===== src/rtl/alu_seq_exec.sv =====
// Execute-stage ALU: logic, arithmetic and compare ops finish in one cycle,
// shifts iterate one bit per cycle. The registered result is held until the consumer takes it.
module alu_seq_exec #(
  parameter int WIDTH = 32
) (
  input  logic             clk,
  input  logic             rst_n,
  input  logic             flush,
  input  logic             in_valid,
  output logic             in_ready,
  input  logic [3:0]       Operation,
  input  logic [WIDTH-1:0] SrcA,
  input  logic [WIDTH-1:0] SrcB,
  output logic             out_valid,
  input  logic             out_ready,
  output logic [WIDTH-1:0] ALUResult
);

  typedef enum logic [1:0] {IDLE, SHIFT, DONE} state_t;

  localparam logic [3:0] OP_AND = 4'b0000;
  localparam logic [3:0] OP_OR  = 4'b0001;
  localparam logic [3:0] OP_ADD = 4'b0010;
  localparam logic [3:0] OP_XOR = 4'b0011;
  localparam logic [3:0] OP_SLL = 4'b0100;
  localparam logic [3:0] OP_SRL = 4'b0101;
  localparam logic [3:0] OP_SUB = 4'b0110;
  localparam logic [3:0] OP_SRA = 4'b0111;
  localparam logic [3:0] OP_BEQ = 4'b1000;
  localparam logic [3:0] OP_SLT = 4'b1100;

  state_t           r_state;
  state_t           w_nextState;
  logic [WIDTH-1:0] r_result;
  logic [WIDTH-1:0] r_shReg;
  logic [3:0]       r_op;
  logic [4:0]       r_count;

  logic             w_accept;
  logic             w_isShift;
  logic [4:0]       w_shamt;
  logic [WIDTH-1:0] w_aluOut;
  logic [WIDTH-1:0] w_shiftNext;

  assign in_ready  = (r_state == IDLE) && !flush;
  assign out_valid = (r_state == DONE);
  assign ALUResult = r_result;
  assign w_accept  = in_valid && in_ready;
  assign w_shamt   = SrcB[4:0];
  assign w_isShift = (Operation == OP_SLL) || (Operation == OP_SRL) || (Operation == OP_SRA);

  always_comb begin
    w_aluOut = '0;
    case (Operation)
      OP_AND:  w_aluOut = SrcA & SrcB;
      OP_OR:   w_aluOut = SrcA | SrcB;
      OP_ADD:  w_aluOut = SrcA + SrcB;
      OP_XOR:  w_aluOut = SrcA ^ SrcB;
      OP_SUB:  w_aluOut = SrcA - SrcB;
      OP_BEQ:  w_aluOut = {{(WIDTH-1){1'b0}}, (SrcA == SrcB)};
      OP_SLT:  w_aluOut = {{(WIDTH-1){1'b0}}, ($signed(SrcA) < $signed(SrcB))};
      default: w_aluOut = '0;
    endcase
  end

  // One step of the iterative shifter, driven by the op latched at acceptance.
  always_comb begin
    w_shiftNext = r_shReg;
    case (r_op)
      OP_SLL:  w_shiftNext = {r_shReg[WIDTH-2:0], 1'b0};
      OP_SRL:  w_shiftNext = {1'b0, r_shReg[WIDTH-1:1]};
      OP_SRA:  w_shiftNext = {r_shReg[WIDTH-1], r_shReg[WIDTH-1:1]};
      default: w_shiftNext = r_shReg;
    endcase
  end

  always_comb begin
    w_nextState = r_state;
    case (r_state)
      IDLE: begin
        if (w_accept) begin
          if (w_isShift && (w_shamt != 5'd0)) w_nextState = SHIFT;
          else                                w_nextState = DONE;
        end
      end
      SHIFT:   if (r_count == 5'd1) w_nextState = DONE;
      DONE:    if (out_ready) w_nextState = IDLE;
      default: w_nextState = IDLE;
    endcase
    if (flush) w_nextState = IDLE;
  end

  // The final shift step writes the result directly, so shamt=k completes k cycles after acceptance.
  always_ff @(posedge clk) begin
    if (!rst_n) begin
      r_state  <= IDLE;
      r_result <= '0;
      r_shReg  <= '0;
      r_op     <= '0;
      r_count  <= '0;
    end else begin
      r_state <= w_nextState;
      if (flush) begin
        r_count <= '0;
      end else begin
        case (r_state)
          IDLE: begin
            if (w_accept) begin
              if (!w_isShift) begin
                r_result <= w_aluOut;
              end else if (w_shamt == 5'd0) begin
                r_result <= SrcA;
              end else begin
                r_shReg <= SrcA;
                r_op    <= Operation;
                r_count <= w_shamt;
              end
            end
          end
          SHIFT: begin
            r_shReg <= w_shiftNext;
            r_count <= r_count - 5'd1;
            if (r_count == 5'd1) r_result <= w_shiftNext;
          end
          default: ;
        endcase
      end
    end
  end

endmodule


===== config.mk =====
export PLATFORM = sky130hd
export DESIGN_NAME = alu_seq_exec
export DESIGN_NICKNAME = d
export VERILOG_FILES = /design/src/rtl/alu_seq_exec.sv
export SDC_FILE = /design/constraint.sdc
export NUM_CORES = 1
export LEC_CHECK = 0
export CAP_MARGIN = 20
export CORE_ASPECT_RATIO = 1.25
export CORE_MARGIN = 5
export CORE_UTILIZATION = 30
export CTS_BUF_LIST = sky130_fd_sc_hd__clkbuf_8 sky130_fd_sc_hd__clkbuf_16
export DETAILED_ROUTE_END_ITERATION = 16
export PLACE_DENSITY = 0.59
export REMOVE_ABC_BUFFERS = 1
export SYNTH_ARGS = -nofsm -noshare
export SYNTH_HDL_FRONTEND = slang
export SYNTH_SLANG_ARGS = --single-unit

===== constraint.sdc =====
create_clock -name clk -period 5.8 [get_ports clk]
set_clock_uncertainty 0.15 [all_clocks]
set_input_delay 1.74 -clock clk [delete_from_list [all_inputs] [get_ports clk]]
set_output_delay 1.74 -clock clk [all_outputs]
set_load 0.01 [all_outputs]

Word-level counts from Yosys, hierarchy flattened
Cells that the tools add are included.
{"block": "classes", "n_addsub": 3, "mul": 0, "div": 0, "magnitude_cmp": 1, "eq_ne": 22, "n_shift": 0, "n_mux": 20, "n_bitwise": 6, "n_reduce_logical": 17}
{"cell": "$mux 32", "n": 7}
{"cell": "$pmux 32 s7", "n": 1}
{"cell": "$pmux 32 s2", "n": 2}
{"cell": "$pmux 32 s3", "n": 1}
{"cell": "$add 32x32->32", "n": 1}
{"cell": "$and 32x32->32", "n": 1}
{"cell": "$eq 32x32->1", "n": 1}
{"cell": "$lt 32x32->1", "n": 1}
{"cell": "$or 32x32->32", "n": 1}
{"cell": "$sub 32x32->32", "n": 1}
{"cell": "$xor 32x32->32", "n": 1}
{"cell": "$eq 4x3->1 const B", "n": 7}
{"cell": "$mux 5", "n": 3}
{"cell": "$reduce_and 5->1", "n": 3}
{"cell": "$pmux 5 s2", "n": 1}
{"cell": "$eq 4x2->1 const B", "n": 2}
{"cell": "$eq 4x4->1 const B", "n": 2}
{"cell": "$mux 2", "n": 4}
{"cell": "$ne 2x2->1 const B", "n": 4}
{"cell": "$pmux 2 s3", "n": 1}
{"cell": "$eq 5x1->1 const B", "n": 1}
{"cell": "$logic_not 5->1", "n": 1}
{"cell": "$reduce_bool 5->1", "n": 1}
{"cell": "$sub 5x1->5 const B", "n": 1}
{"cell": "other kinds (15)", "n": 20}
{"block": "word_totals", "reg_bits": 75, "latchBits": 0, "mem_bits_rw": 0, "rom_bits": 0, "in_bits": 73, "wordCells": 74, "mem_count": 0}

Longest topological paths before layout
Gate-level depths: netlist of run 1.
{"block": "logic_depth", "word_depth": 7, "ltp_mapped": 13}

Worst setup path before layout of run 1
OpenSTA, ideal clock, no wires.
{"block": "synth_timing", "path_kind": "input port to flip-flop", "start": "in SrcA[0]", "end": "reg r_result[28] (netlist: ALUResult[28])", "setup_ns": 0.120, "arrival_ns": 3.984, "t_required_ns": 5.530, "slack_ns": 1.546, "path_stages": 13, "n_path_buf": 0, "path_cell_list": "inv_1 > ha_1 > inv_1 > fa_1 > nor2b_1 > o21ai_2 > a31oi_4 > o41ai_4 > o21ai_2 > a21boi_1 > nand3b_1 > a31oi_1 > o31a_1"}
{"block": "synth_between", "elab_chain_cells": 5, "word_cells_on_any_way": 6}
{"element": "start: declaration", "line": "12", "source": "input logic [WIDTH-1:0] SrcA,"}
{"element": "$sub 32x32->32 / $add 32x32->32 (equally long branches)", "line": "59, 57"}
{"element": "$pmux 32 s7 *", "line": "54", "source": "case (Operation)"}
{"element": "$mux 32 *", "line": "109", "source": "if (!w_isShift) begin"}
{"element": "$mux 32 *", "line": "108", "source": "if (w_accept) begin"}
{"element": "$pmux 32 s2 *", "line": "106", "source": "case (r_state)"}
{"element": "end signal: assignment", "line": "110", "source": "r_result <= w_aluOut;"}
{"element": "end signal: assignment", "line": "112", "source": "r_result <= SrcA;"}
{"element": "end signal: assignment", "line": "123", "source": "if (r_count == 5'd1) r_result <= w_shiftNext;"}
{"element": "end: declaration", "line": "34", "source": "logic [WIDTH-1:0] r_result;"}
Mark *: on every way between the ends. The rest lies on a longest branch, timed or not. The select of a mux whose other input is x is not followed.
A chain may end at the register's enable or synchronous reset.

Final worst setup path of run 1
Ends and elaborated chain as after synthesis.

==> flow_metrics.py, run 1 <==
metrics = {
    "status": {
        "outcome": "finished, final reports clean",
    },
    "logic_synthesis": {
        "synth_flop_cell": "dfxtp_1",
        "yosysSeqAreaShare": 0.1609,
        "yosysTopAreaCell": "dfxtp_1",
        "async_reset_ff_frac": 0,
        "synth_commonest_cells": "205 x nor2_1, 183 x a21oi_1, 101 x ha_1",
        "synth_edf_count": 0,
        "syn_area_sq_um": 9331,
        "synth_cells": 1355,
        "netlist.area_leader.share": 0.1609,
        "synth.most_common_cell": "nor2_1",
        "ys_ff_latch": 75,
        "synth.avg_cell_area_sq_um": 6.887,
        "yosys_warnings": 0,
        "ys_types": 90,
        "synthTopCellsByArea": "dfxtp_1 16%, ha_1 14%, a21oi_1 9.8%",
    },
    "routing": {
        "top_layer": "met4",
        "drt_iter0_markers": 1129,
        "drc": 0,
        "dr.pass1.iters": 8,
        "wl_met2_mm": 17.97,
        "drtAntennaViolNets": 0,
        "wl_per_cell_um": 20.82,
        "via_per_inst": 5.841,
        "wl_met3_mm": 2.146,
        "wl_met1_mm": 16.25,
        "drt_wl_total_mm": 37.94,
        "vias": 10643,
    },
    "power_and_ir_drop": {
        "ir_drop_mv": 0.1335,
        "p_per_area_nw_per_um2": 174.5,
        "p_leak_nw": 4.289,
    },
    "finish": {
        "nets": 1586,
        "antenna_cells": 0,
        "final_cell_area_sq_um": 11110,
        "drive_gt1_frac": 0.06926,
        "fillers": 3301,
        "utilization": 0.3605,
        "stdcell_count": 1822,
        "area_growth_pct": 19.04,
    },
    "timing": {
        "min_period_over_period": 0.8587,
        "relSlewSlack": 0.2438,
        "finalMaxSlewViolations": 0,
        "fmax_ghz": 0.2008,
        "hold_viol": 0,
        "finalSetupViolCount": 0,
        "rsz0062_at_grt": "no",
        "fin_hold_ws_ns": 0.3219,
        "max_slew.worst_pin.slew_ns": 1.134,
        "period_minus_slack_ns": 4.980,
        "timing.setup.tns_ns": 0,
    },
    "clocking": {
        "cts-root-buf": "clkbuf_16",
        "clockBufferDepth": 2,
        "clk_pin_slew_ns": 0.07,
        "cts_setup_buffers": 0,
        "cts_tree": "done",
        "clkSinkCount": 75,
        "ctsHoldBuffers": 0,
        "cts_resized": 0,
        "clk_latency_ns": 0.37,
        "cts_made_buffers": 9,
        "ctsHtreeMaxLevel": 3,
    },
    "placed_design": {
        "place_area_sq_um": 10790,
        "port_buffers": 106,
        "post-place-cells": 1806,
        "place_congestion": 0.9724,
        "hpwlAfterDp_mm": 28.68,
    },
    "global_route": {
        "grt_util_all_layers": 0.2086,
        "grt_max_degree": 45,
        "grt_pass1_vias": 10335,
        "overflow": 0,
        "grt_pass1_wl_mm": 58.28,
        "antenna_found_initial": 0,
    },
    "worst_setup_path": {
        "cp_max_fo": 5,
        "cp.arrival_ns": 5.08,
        "worstPathRequired_ns": 5.90,
        "reg2reg_depth": 10,
        "endpoint_kind": "flop",
        "path_class": "primary input to flop",
        "startpoint_type": "primary input",
    },
    "worst_hold_path": {
        "hp-class": "flop to flop",
        "hold_depth": 2,
    },
    "floorplanning": {
        "die_area_sq_um": 34750,
        "core_area_sq_um": 30810,
        "die_w_um": 167.7,
        "start_util": 0.3029,
        "num_rows": 72,
        "die_y_um": 207.2,
        "ios": 107,
    },
    "job": {
        "cap_violations": 0,
    },
}
[registers in the layout, summed over array words and instances (netlist names)]
signal,flops
ALUResult,32
r_shReg,32
r_count,5
r_op,4
r_state,2
[cell type report]
class,instances,area [sq um],area share
sequential,75,1501,0.1352
clock buffer,9,225.2,0.02027
timing repair buffer,141,1324,0.1192
clock inverter,7,92.59,0.008335
multi-input combinational,1086,7092,0.6384
tap,407,509.2,0.04584
inverter,97,364.1,0.03278
[per-stage QoR]
stage | setup WS (ns) | power [mW]
floorplan | 1.384 | 1.007
global placement | 0.5483 | 1.299
detailed placement | 0.4827 | 1.302
CTS | 0.8682 | 1.944
global route | 0.6388 | 2.034
finish | 0.8195 | 1.938
[worst max-delay path, stage by stage]
cell             delay, ns
clkdlybuf4s50_1       0.50
inv_1                 0.12
ha_1                  0.18
inv_1                 0.06
fa_1                  0.39
nor2b_1               0.17
o21ai_2               0.19
a31oi_4               0.15
o41ai_4               0.46
o21ai_2               0.19
a21boi_1              0.38
nand3b_1              0.17
a31oi_1               0.08
o31a_1                0.30
[layer usage]
metal	track usage	vias to the layer above
met2	0.3486	377
met3	0.02860	79
li1	-	5061
met5	0	-
met4	0.09351	0
met1	0.2661	5126
[logic make-up after synthesis]
logic type / after synthesis / share of synthesized area
xor gates and xnor gates: 10 / 0.009387
adders and majority gates: 103 / 0.1397
buffers and inverters: 194 / 0.08286
AOI/OAI and AO/OA: 508 / 0.3745
muxes: 8 / 0.008850
and+or+nand+nor: 457 / 0.2238
DFF: 75 / 0.1609
[cell usage in the layout, fill, tap and decap left out, types with 7 or more instances in the layout]
master and instances:
nand4_1 10, nor2_1 203, nand2b_1 16, o21ai_0 75
a2111oi_0 7, a21oi_1 183, o31ai_1 14, nor3_1 34
nand3b_1 8, o221ai_1 12, o211ai_1 15, o21bai_1 10
inv_1 95, nor2b_1 17, buf_4 35, nor4_1 12
xnor2_1 8, a22oi_1 7, a221oi_1 12, nand3_1 33
o22ai_1 9, a211oi_1 14, a21o_1 13, clkbuf_16 9
nand2_1 93, a222oi_1 31, dfxtp_1 75, a31oi_1 23
clkdlybuf4s50_1 106, ha_1 101
[where the power goes]
group | total, mW | internal [mW] | switching (mW)
Combinational | 0.751 | 0.287 | 0.465
Sequential | 0.551 | 0.535 | 0.0160
Clock | 0.636 | 0.376 | 0.260
[worst paths after layout]
path | start | end | slack, ns
setup / recovery | SrcA[0] | ALUResult[28]$_SDFFE_PN0P_ | 0.82
hold reg to reg | r_op[1]$_SDFFE_PN0P_ | r_op[1]$_SDFFE_PN0P_ | 0.32
setup reg to reg | r_op[2]$_SDFFE_PN0P_ | ALUResult[15]$_SDFFE_PN0P_ | 2.80
hold / removal | r_op[1]$_SDFFE_PN0P_ | r_op[1]$_SDFFE_PN0P_ | 0.32
Note: power is estimated with default switching activity, not from simulation.
==> run 2, diff against run 1 <==
Settings changed: GPL_ROUTABILITY_DRIVEN set to 0.
==> flow_metrics.py, run 2 (synthesis gave the netlist of run 1 again) <==
metrics = {
    "status": {
        "outcome": "finished, final reports clean",
    },
    "power_and_ir_drop": {
        "p_int_mw": 1.219,
        "p_comb_frac": 0.384,
        "switching_share": 0.3719,
        "clock_power_share": 0.332,
        "ir_drop_mv": 0.1341,
        "seq_power_share": 0.284,
        "p_per_area_nw_per_um2": 174.4,
        "p_sw_uw": 721.8,
        "totalPowerFinal_mw": 1.941,
        "p_leak_nw": 4.313,
    },
    "worst_setup_path": {
        "critPathSlowestCell": "clkdlybuf4s50_1",
        "worstPathRequired_ns": 5.88,
        "path_cells": "clkdlybuf4s50_1 -> inv_1 -> ha_1 -> inv_1 -> nand2_1 -> nor3_1 -> nand2_1 -> o31ai_1 -> o22ai_1 -> a2111oi_0 -> a211o_1 -> o21ai_1",
        "path_class": "primary input to flop",
        "cp_max_fo": 12,
        "cp.arrival_ns": 5.04,
        "startpoint_type": "primary input",
        "endpoint_kind": "flop",
        "rrSetupSlack_ns": 2.76,
        "slowest_delay_ns": 0.58,
    },
    "finish": {
        "layout_common_cells": "203 x nor2_1, 183 x a21oi_1, 106 x clkdlybuf4s50_1, 101 x ha_1, 95 x inv_1",
        "area_growth_pct": 19.27,
        "antenna_cells": 0,
        "nets": 1586,
        "layout_commonest_cell": "nor2_1",
        "drive_gt1_frac": 0.06855,
    },
    "timing": {
        "max_slew.worst_pin.slew_ns": 1.125,
        "period_minus_slack_ns": 4.959,
        "timing.setup.tns_ns": 0,
        "finalSetupViolCount": 0,
        "setup_ws_ns": 0.8412,
        "hold_viol": 0,
        "rsz0062_at_grt": "no",
        "fmax_ghz": 0.2017,
        "relSlewSlack": 0.2499,
        "min_period_over_period": 0.8550,
        "finalMaxSlewViolations": 0,
    },
    "global_route": {
        "grt_util_all_layers": 0.2042,
        "grt_pass1_wl_mm": 57.94,
        "grt_max_degree": 45,
        "overflow": 0,
        "antenna_found_initial": 1,
        "grt_pass1_vias": 10349,
    },
    "floorplanning": {
        "die_y_um": 207.2,
        "die_w_um": 167.7,
        "start_util": 0.3029,
        "num_rows": 72,
        "die_area_sq_um": 34750,
        "core_area_sq_um": 30810,
        "ios": 107,
    },
    "routing": {
        "drt_wl_total_mm": 36.93,
        "drtAntennaViolNets": 0,
        "wl_per_cell_um": 20.27,
        "via_per_inst": 5.894,
        "dr.pass1.iters": 11,
        "drc": 0,
        "drt_iter0_markers": 1161,
        "vias": 10739,
    },
    "clocking": {
        "clockBufferDepth": 2,
        "clk_pin_slew_ns": 0.06,
        "clk_latency_ns": 0.36,
        "cts-root-buf": "clkbuf_16",
        "ctsHoldBuffers": 0,
        "clkSinkCount": 75,
        "cts_tree": "done",
        "ctsHtreeMaxLevel": 3,
        "cts_resized": 0,
        "cts_made_buffers": 9,
        "cts_setup_buffers": 0,
    },
    "worst_hold_path": {
        "hp-class": "flop to flop",
    },
    "placed_design": {
        "hpwlAfterDp_mm": 27.75,
        "port_buffers": 106,
        "dp_slack_ns": 0.5358,
    },
    "job": {
        "cap_violations": 0,
    },
}
==> run 2: metal layers <==
layer	vias to the layer above	GRT usage	part of all wire
met1	5110	0.2527	0.41
met2	464	0.3525	0.49
met4	2	0.08399	0.037
li1	5075	-	-
met5	-	0	0.00035
met3	88	0.03032	0.068
==> run 2: cell type report <==
cell class,instances,area (sq um)
clock buffers,11,252.7
well taps,407,509.2
clock inverters,5,75.07
fillers,3350,19680
inverters,97,364.1
repair buffers,141,1336
flip-flops and latches,75,1501
multi-input cells,1086,7091
==> run 2: path summary, 6_finish.rpt <==
kind / from / to / cells past startpoint
max: SrcA[16] / ALUResult[21]$_SDFFE_PN0P_ / 12
min: r_op[1]$_SDFFE_PN0P_ / r_op[1]$_SDFFE_PN0P_ / 2
max reg2reg: r_op[0]$_SDFFE_PN0P_ / ALUResult[15]$_SDFFE_PN0P_ / 9
min reg2reg: r_op[1]$_SDFFE_PN0P_ / r_op[1]$_SDFFE_PN0P_ / 2
==> run 2: stage by stage <==
stage	cells	area (sq um)	hold slack [ns]	utilization
floorplan	1258	8922	0.2964	-
global placement	1806	10800	0.3050	0.3506
detailed placement	1806	10800	0.3216	0.3506
CTS	1822	11130	0.3303	0.3612
global route	1822	11130	0.3498	0.3612
finish	1822	11130	0.3266	0.3612
==> run 2: power groups by stage <==
stage | Combinational, mW | Clock (mW) | Sequential [mW]
2_1_floorplan | 0.443 | 0 | 0.564
3_3_place_gp | 0.724 | 0 | 0.562
3_5_place_dp | 0.730 | 0 | 0.562
4_1_cts | 0.734 | 0.661 | 0.551
5_1_grt | 0.807 | 0.679 | 0.553
6_report | 0.746 | 0.644 | 0.551
==> run 2: worst max-delay path, delay by kind of cell <==
kind | cells | cell delay [ns]
AO/OA/AOI/OAI | 5 | 1.24
AND/OR/NAND/NOR | 3 | 0.65
buffers and inverters | 3 | 0.93
adder cells (fa/ha/maj) | 1 | 0.47
